===== config.mk =====
export PLATFORM = sky130hd
export DESIGN_NAME = top
export DESIGN_NICKNAME = d
export VERILOG_FILES = /design/src/rtl/mul_pkg.sv /design/src/rtl/booth_pp_gen.sv /design/src/rtl/top.sv
export SDC_FILE = /design/constraint.sdc
export NUM_CORES = 2
export LEC_CHECK = 0
export BUFFER_PORTS_ARGS = -buffer_cell sky130_fd_sc_hd__clkbuf_2
export CORE_MARGIN = 4
export CORE_UTILIZATION = 35
export DETAILED_ROUTE_END_ITERATION = 10
export GPL_TIMING_DRIVEN = 0
export PLACE_DENSITY = 0.53
export SYNTH_ARGS = -nofsm -noshare
export SYNTH_HDL_FRONTEND = slang
export SYNTH_SLANG_ARGS = --single-unit

===== constraint.sdc =====
create_clock -name clk -period 0.8 [get_ports clk]
set_clock_uncertainty 0.15 [all_clocks]
set_input_delay 0.16 -clock clk [delete_from_list [all_inputs] [get_ports clk]]
set_output_delay 0.16 -clock clk [all_outputs]
set_load 0.01 [all_outputs]

===== src/rtl/mul_pkg.sv =====
// Shared types and constants for the signed Booth/CSA multiplier.
package mul_pkg;

    localparam int unsigned WIDTH   = 32;
    localparam int unsigned PP_ROWS = WIDTH / 2;
    localparam int unsigned PROD_W  = 2 * WIDTH;

    typedef enum logic [2:0] {
        Zero,
        Pos1,
        Pos2,
        Neg1,
        Neg2
    } booth_e;

    typedef logic [PROD_W-1:0] prod_t;

    // Radix-4 group is {b[2i+1], b[2i], b[2i-1]}.
    function automatic booth_e booth_decode(input logic [2:0] grp);
        booth_e d;
        case (grp)
            3'b001, 3'b010: d = Pos1;
            3'b011:         d = Pos2;
            3'b100:         d = Neg2;
            3'b101, 3'b110: d = Neg1;
            default:        d = Zero;
        endcase
        return d;
    endfunction

endpackage


===== src/rtl/booth_pp_gen.sv =====
// One radix-4 Booth partial-product row: 0, +-A or +-2A as a (WIDTH+2)-bit value.
// Negative digits emit the one's complement; the +1 is returned separately via neg_o.
module booth_pp_gen
    import mul_pkg::*;
#(
    parameter int unsigned WIDTH = 32
) (
    input  logic [2:0]       group_i,
    input  logic [WIDTH-1:0] a_i,
    output logic [WIDTH+1:0] pp_o,
    output logic             neg_o
);

    logic [WIDTH+1:0] a_ext;
    booth_e           digit;

    assign a_ext = {{2{a_i[WIDTH-1]}}, a_i};
    assign digit = booth_decode(group_i);

    always_comb begin
        pp_o  = '0;
        neg_o = 1'b0;
        unique case (digit)
            Pos1: pp_o = a_ext;
            Pos2: pp_o = a_ext << 1;
            Neg1: begin
                pp_o  = ~a_ext;
                neg_o = 1'b1;
            end
            Neg2: begin
                pp_o  = ~(a_ext << 1);
                neg_o = 1'b1;
            end
            default: ;
        endcase
    end

endmodule


===== src/rtl/top.sv =====
// Signed WIDTHxWIDTH -> 2*WIDTH multiplier: Booth rows, CSA reduction, final adder, registered out.
// Define MUL_PIPE_EN to register the two CSA vectors as well (latency 2).
module top
    import mul_pkg::*;
#(
    parameter int unsigned WIDTH = 32
) (
    input  logic               clk,
    input  logic               rst_n,
    input  logic [WIDTH-1:0]   multiplicand,
    input  logic [WIDTH-1:0]   multiplier,
    output logic [2*WIDTH-1:0] out
);

    localparam int unsigned Rows  = WIDTH / 2;
    localparam int unsigned ProdW = 2 * WIDTH;

    logic [WIDTH:0]   b_ext;
    logic [WIDTH+1:0] pp   [Rows];
    logic [ProdW-1:0] row  [Rows];
    logic [Rows-1:0]  neg;
    logic [ProdW-1:0] corr;
    logic [ProdW-1:0] sum_v, carry_v, tmp_v;
    logic [ProdW-1:0] out_d, out_q;

    assign b_ext = {multiplier, 1'b0};

    for (genvar i = 0; i < Rows; i++) begin : g_row
        booth_pp_gen #(
            .WIDTH(WIDTH)
        ) u_pp (
            .group_i(b_ext[2*i+2:2*i]),
            .a_i    (multiplicand),
            .pp_o   (pp[i]),
            .neg_o  (neg[i])
        );
        assign row[i] = {{(ProdW-WIDTH-2){pp[i][WIDTH+1]}}, pp[i]} << (2 * i);
    end

    // Negation correction bits never collide, so they share a single addend.
    always_comb begin
        corr = '0;
        for (int i = 0; i < Rows; i++) begin
            corr[2*i] = neg[i];
        end
    end

    always_comb begin
        sum_v   = row[0];
        carry_v = row[1];
        tmp_v   = '0;
        for (int i = 2; i < Rows; i++) begin
            tmp_v   = sum_v ^ carry_v ^ row[i];
            carry_v = ((sum_v & carry_v) | (sum_v & row[i]) | (carry_v & row[i])) << 1;
            sum_v   = tmp_v;
        end
        tmp_v   = sum_v ^ carry_v ^ corr;
        carry_v = ((sum_v & carry_v) | (sum_v & corr) | (carry_v & corr)) << 1;
        sum_v   = tmp_v;
    end

`ifdef MUL_PIPE_EN
    logic [ProdW-1:0] sum_q, carry_q;

    always_ff @(posedge clk or negedge rst_n) begin
        if (!rst_n) begin
            sum_q   <= '0;
            carry_q <= '0;
        end else begin
            sum_q   <= sum_v;
            carry_q <= carry_v;
        end
    end

    assign out_d = sum_q + carry_q;
`else
    assign out_d = sum_v + carry_v;
`endif

    always_ff @(posedge clk or negedge rst_n) begin
        if (!rst_n) begin
            out_q <= '0;
        end else begin
            out_q <= out_d;
        end
    end

    assign out = out_q;

endmodule


; ---- Word-level counts from Yosys, hierarchy flattened
; Cells that the tools add are included.
[word_totals]
register_bits = 64
latch_bits = 0
ram_bits = 0
rom_bits = 0
inputBits = 66
out_inout_bits = 64
elab_cells = 360
n_memories = 0
[op_classes]
n_addsub = 1
multipliers = 0
div = 0
order_cmp = 0
n_eq_ne = 157
shifts = 0
mux = 48
bitwise = 107
reduce_logical = 46
[op_table]
columns = operator, n
row1 = $and 63x63->63, 43
row2 = $pmux 34 s4, 16
row3 = $or 63x63->63, 30
row4 = $xor 64x64->64, 29
row5 = $eq 3x2->1 const B, 62
row6 = $eq 3x3->1 const B, 61
row7 = $pmux 3 s4, 15
row8 = $and 63x31->63, 2
row9 = $eq 3x1->1 const B, 31
row10 = $reduce_or 2->1, 46
row11 = $not 34->34, 2
row12 = $add 64x64->64, 1
row13 = $xor 64x31->64, 1
row14 = $mux 1, 16
row15 = $pmux 3 s3, 1
row16 = $eq 2x2->1 const B, 2
row17 = $eq 2x1->1 const B, 1

; ---- Longest topological paths before layout
[depth]
word_depth = 51
depth_mapped = 36
depth_no_buf = 33

; ---- Cells and area by module
; From an unflattened synthesis, not the netlist that was laid out.
[unflattened]
cells_unflattened = 3414
hier_area_um2 = 37065.5
[modules_own_cells]
columns = module, instances, cells_each, area_per_inst_um2, seq_area_each_um2
row1 = booth_pp_gen, 16, 125, 1213.7, 0.0
row2 = top, 1, 1414, 17646.9, 1601.5

; ---- Worst setup path after synthesis
; OpenSTA, ideal clock, no wires.
[synth_path]
path_kind = input port to flip-flop
startpoint = input multiplier[3]
endpoint = register out_q[62], in the netlist out[62]
setup_time_ns = 0.131
t_arrival_ns = 10.679
required_ns = 0.519
slack_ns = -10.160
cell_stages = 29
n_path_buf = 4
path_cell_list = clkbuf_1 -> clkbuf_1 -> buf_1 -> o31ai_1 -> fa_1 -> fa_1 -> fa_1 -> fa_1 -> fa_1 -> fa_1 -> fa_1 -> fa_1 -> fa_1 -> fa_1 -> fa_1 -> inv_1 -> fa_1 -> fa_1 -> fa_1 -> inv_1 -> ha_1 -> ha_1 -> clkbuf_1 -> nand3_1 -> or3_1 -> o21ai_2 -> a31oi_1 -> nor4bb_1 -> or3_1
[synth_between]
elab_chain_cells = 51
word_cells_on_any_way = 138
classes_between = 1 x add/sub / 20 x eq/ne / 6 x mux / 105 x bitwise / 6 x reduce/logical
[synth_lines]
columns = element, line
row1 = start: declaration, top.sv:11  ; input logic [WIDTH-1:0] multiplier,
row2 = $eq 3x3->1 (tied with other cells), mul_pkg.sv:21  ; case (grp)
row3 = $reduce_or 2->1, mul_pkg.sv:21
row4 = $pmux 3 s4, mul_pkg.sv:21
row5 = $eq 3x3->1 (tied with other cells), booth_pp_gen.sv:23  ; unique case (digit)
row6 = $pmux 34 s4, booth_pp_gen.sv:23
row7 = $and 63x63->63, top.sv:54  ; carry_v = ((sum_v & carry_v) | (sum_v & row[i]) | (carry_v & row[i])) << 1;
row8 = $or 63x63->63 (2 in series), top.sv:54
row9 = $and 63x63->63, top.sv:54
row10 = [32 not listed], --
row11 = $and 63x63->63, top.sv:54
row12 = $or 63x63->63 (2 in series), top.sv:54
row13 = $and 63x63->63, top.sv:54
row14 = $or 63x63->63 (2 in series), top.sv:54
row15 = $and 63x63->63, top.sv:58  ; carry_v = ((sum_v & carry_v) | (sum_v & corr) | (carry_v & corr)) << 1;
row16 = $or 63x63->63 (2 in series), top.sv:58
row17 = $add 64x64->64 *, top.sv:77  ; assign out_d = sum_v + carry_v;
row18 = named net out_d[62], top.sv:24  ; logic [ProdW-1:0] out_d, out_q;
row19 = end signal: assignment, top.sv:84  ; out_q <= out_d;
row20 = end: declaration, top.sv:24
; Mark *: on every way through the listed nets, which the timed path passes. The rest lies on a longest branch.

; ---- Worst setup path in the final report
[layout_path]
startpoint = input multiplier[5]
endpoint = register out_q[50], in the netlist out[50]
; Same word-level chain as after synthesis.

==> results.json <==
{
  "synth-edff-count": 0,
  "overall_via_count_from_detail_route": 30100,
  "tritoncts": "done",
  "grt_pass1_wl_mm": 200,
  "post_synth_inst_count": 3794,
  "worstMarginPinSlew_ns": 1.65,
  "num_io_pins": 130,
  "die_area_sq_um": 93500,
  "maxSlewViolCount": 2,
  "final_net_count": 4788,
  "cpMostUsedCell": "fa_2",
  "drt_pass1_iterations": 6,
  "placement.io_buffers": 94,
  "gpl.final_weighted_congestion": 0.974,
  "ffs_latches_synth": 64,
  "start_util_pct": 35.5,
  "grt_pass1_vias": 28700,
  "cp-startpoint": "multiplier[5]",
  "globalRouteOverflowTotal": 0,
  "cts.htree.levels": 3,
  "final_period_minus_worst_setup_slack_ns": 10.88,
  "grt_max_degree": 65,
  "status": "finished with violations",
  "final-seq-area_sq_um": 1600,
  "timing.slew.headroom_pct": -10.9,
  "largest_register_ff_count": 64,
  "worstHoldPathType": "in -> async",
  "post-route-period-util_pct": 1360,
  "timing.critical_path.slowest_stage_cell": "fa_2",
  "cap_viol_max_count": 2,
  "synth_flop_cell": "dfrtp_1",
  "tritoncts.num_buffers": 9,
  "synth_nets": 4551,
  "cts.sinks": 64,
  "drtIter0Drc": 3279,
  "worstPathArrival_ns": 10.99,
  "start_kind": "input pin",
  "final_cell_mix": "nor2_1 (751), xnor2_1 (438), fa_1 (383)",
  "failed_checks": "max-capacitance violations, max-slew violations, negative setup slack",
  "cpPeakStageDelay_ns": 0.60,
  "n_fill_cell": 8840,
  "routed_via_density": 5.80,
  "antenna_violating_nets_post_route": 0,
  "avgSynthCellArea_sq_um": 8.18,
  "area_growth_syn_to_layout_pct": 23.2,
  "place.detailed.instances": 5044,
  "yosysUniqueCellTypes": 74,
  "path_class": "in -> reg",
  "most_common_library_cell_in_the_layout_ignoring_fill_and_taps": "nor2_1",
  "timing.critical_path.fanout_max": 8,
  "final_cells": 5195,
  "hpwl_mm": 116,
  "critical_path_data_required_time_ns": 0.91,
  "placement_rows": 108,
  "max_clock_freq_mhz": 91.9,
  "multiInputGateArea_sq_um": 29900,
  "grt_setup_unrepaired": "true",
  "fin_util_pct": 43.8,
  "clk_path_buf_depth": 2,
  "synth_async_sr_flop_share_pct": 100,
  "cts_root_buf": "clkbuf_16",
  "cts.reportedPaths.clkPinSlew_ns": 0.07,
  "core_area_sq_um": 87300,
  "postLayoutSetupSlackWorst_ns": -10.08,
  "initial_antenna_violation_count": 4,
  "route.final.wire_length_mm": 140,
  "drive_above_1_share_pct": 21.7,
  "chipHeight_um": 306,
  "report.final.setup_viol": 128,
  "dieWidth_um": 306,
  "ys_seq_area_share_pct": 5.16,
  "report.final.hold_viol_count": 0,
  "endpoint_kind": "flip-flop",
  "track_usage_pct": 28.6,
  "synthesis.area_sq_um": 31000,
  "drc": 0,
  "synth_warnings": 0,
  "fin_worst_hold_slack_ns": 0.217,
  "route.detailed.wl_per_inst_um": 26.9
}
## cell usage after synthesis, drive strengths merged (11+ instances only)
cell type,number,area (sq um)
nand2,132,495
inv,230,863
a22oi,61,458
nand2b,14,87.6
dfrtp,64,1600
o21bai,14,116
buf,66,267
xor2,99,867
nand3,22,110
nor2,766,2880
o22ai,25,156
a211oi,355,2670
a22o,17,149
nor2b,18,113
o221ai,25,219
ha,221,2770
mux2i,17,170
a221oi,11,96.3
nand4,25,156
o21ai,123,623
a21o,30,225
fa,470,9410
o31ai,13,108
a21oi,93,469
a31oi,17,121
clkbuf,331,1240
xnor2,447,3920
## kinds of logic (layout without fill, tap and decap cells)
kind of cell	count (synthesis)	after routing	share of synthesized area, %
other	0	4	0
flip-flops	64	64	5.16
AND/OR/NAND/NOR	1026	1026	13.4
buffers and inverters	627	869	7.65
AO/OA/AOI/OAI	822	822	18.5
multiplexers	18	18	0.585
XOR/XNOR	546	546	15.4
adder cells (fa/ha/maj)	691	691	39.2
## through the flow
step / setup TNS (ns) / cell area, sq um / setup slack, ns
final: -520.86 / 38200 / -10.08
after global routing: -533.53 / 38200 / -10.26
after CTS: -517.12 / 36200 / -10.07
after detailed placement: -571.45 / 33700 / -11.61
after global placement: -635.63 / 33700 / -11.61
after floorplan: -462.20 / 31800 / -9.48
## worst max-delay path, delay by kind of cell
family	cells	cell delay [ns]
adders and majority gates	16	7.75
buffers and inverters	9	1.10
and+or+nand+nor	5	1.03
AOI/OAI and AO/OA	5	0.69
xor gates and xnor gates	2	0.27
## per-layer routing
layer | global-route usage, % | vias to the layer above | share of wire (%)
met1 | 40.1 | 15200 | 42
met3 | 6.20 | 228 | 9.5
met2 | 44.2 | 1528 | 45
met4 | 8.82 | 0 | 3.5
met5 | 0 | - | 0
li1 | - | 13100 | -
## how the worst max path moves through the flow
| stage | slack (ns) | to | cells after the start |
|---|---|---|---|
| finish | -10.08 | out[50] | 37 |
| global route | -10.26 | out[62] | 35 |
| CTS | -10.07 | out[62] | 36 |
| detailed placement | -11.61 | out[62] | 31 |
| global placement | -11.61 | out[62] | 31 |
| floorplan | -9.48 | out[62] | 34 |
## what timing repair did
item / CTS / global route
hold endpoints to repair: 64 / 0
buffers inserted: 78 / 58
gates cloned: 1 / 1
pin swaps: 91 / 183
setup endpoints to repair: 128 / 192
hold buffers: 1 / 0
gates resized for setup: 407 / 393
## cell type report
type                       count  share of cell area [%]
tap                         1155                    3.78
buffer                       389                    5.89
multi-input combinational   3103                    78.1
sequential                    64                    4.19
timing repair buffer         234                    4.95
clock inverter                 4                  0.0753
inverter                     230                    2.29
clock buffer                  12                   0.671
antenna                        4                  0.0262
Power is left out: the tool's default activity adds up to more than one toggle a clock period on the data nets, which glitch-free logic cannot reach.
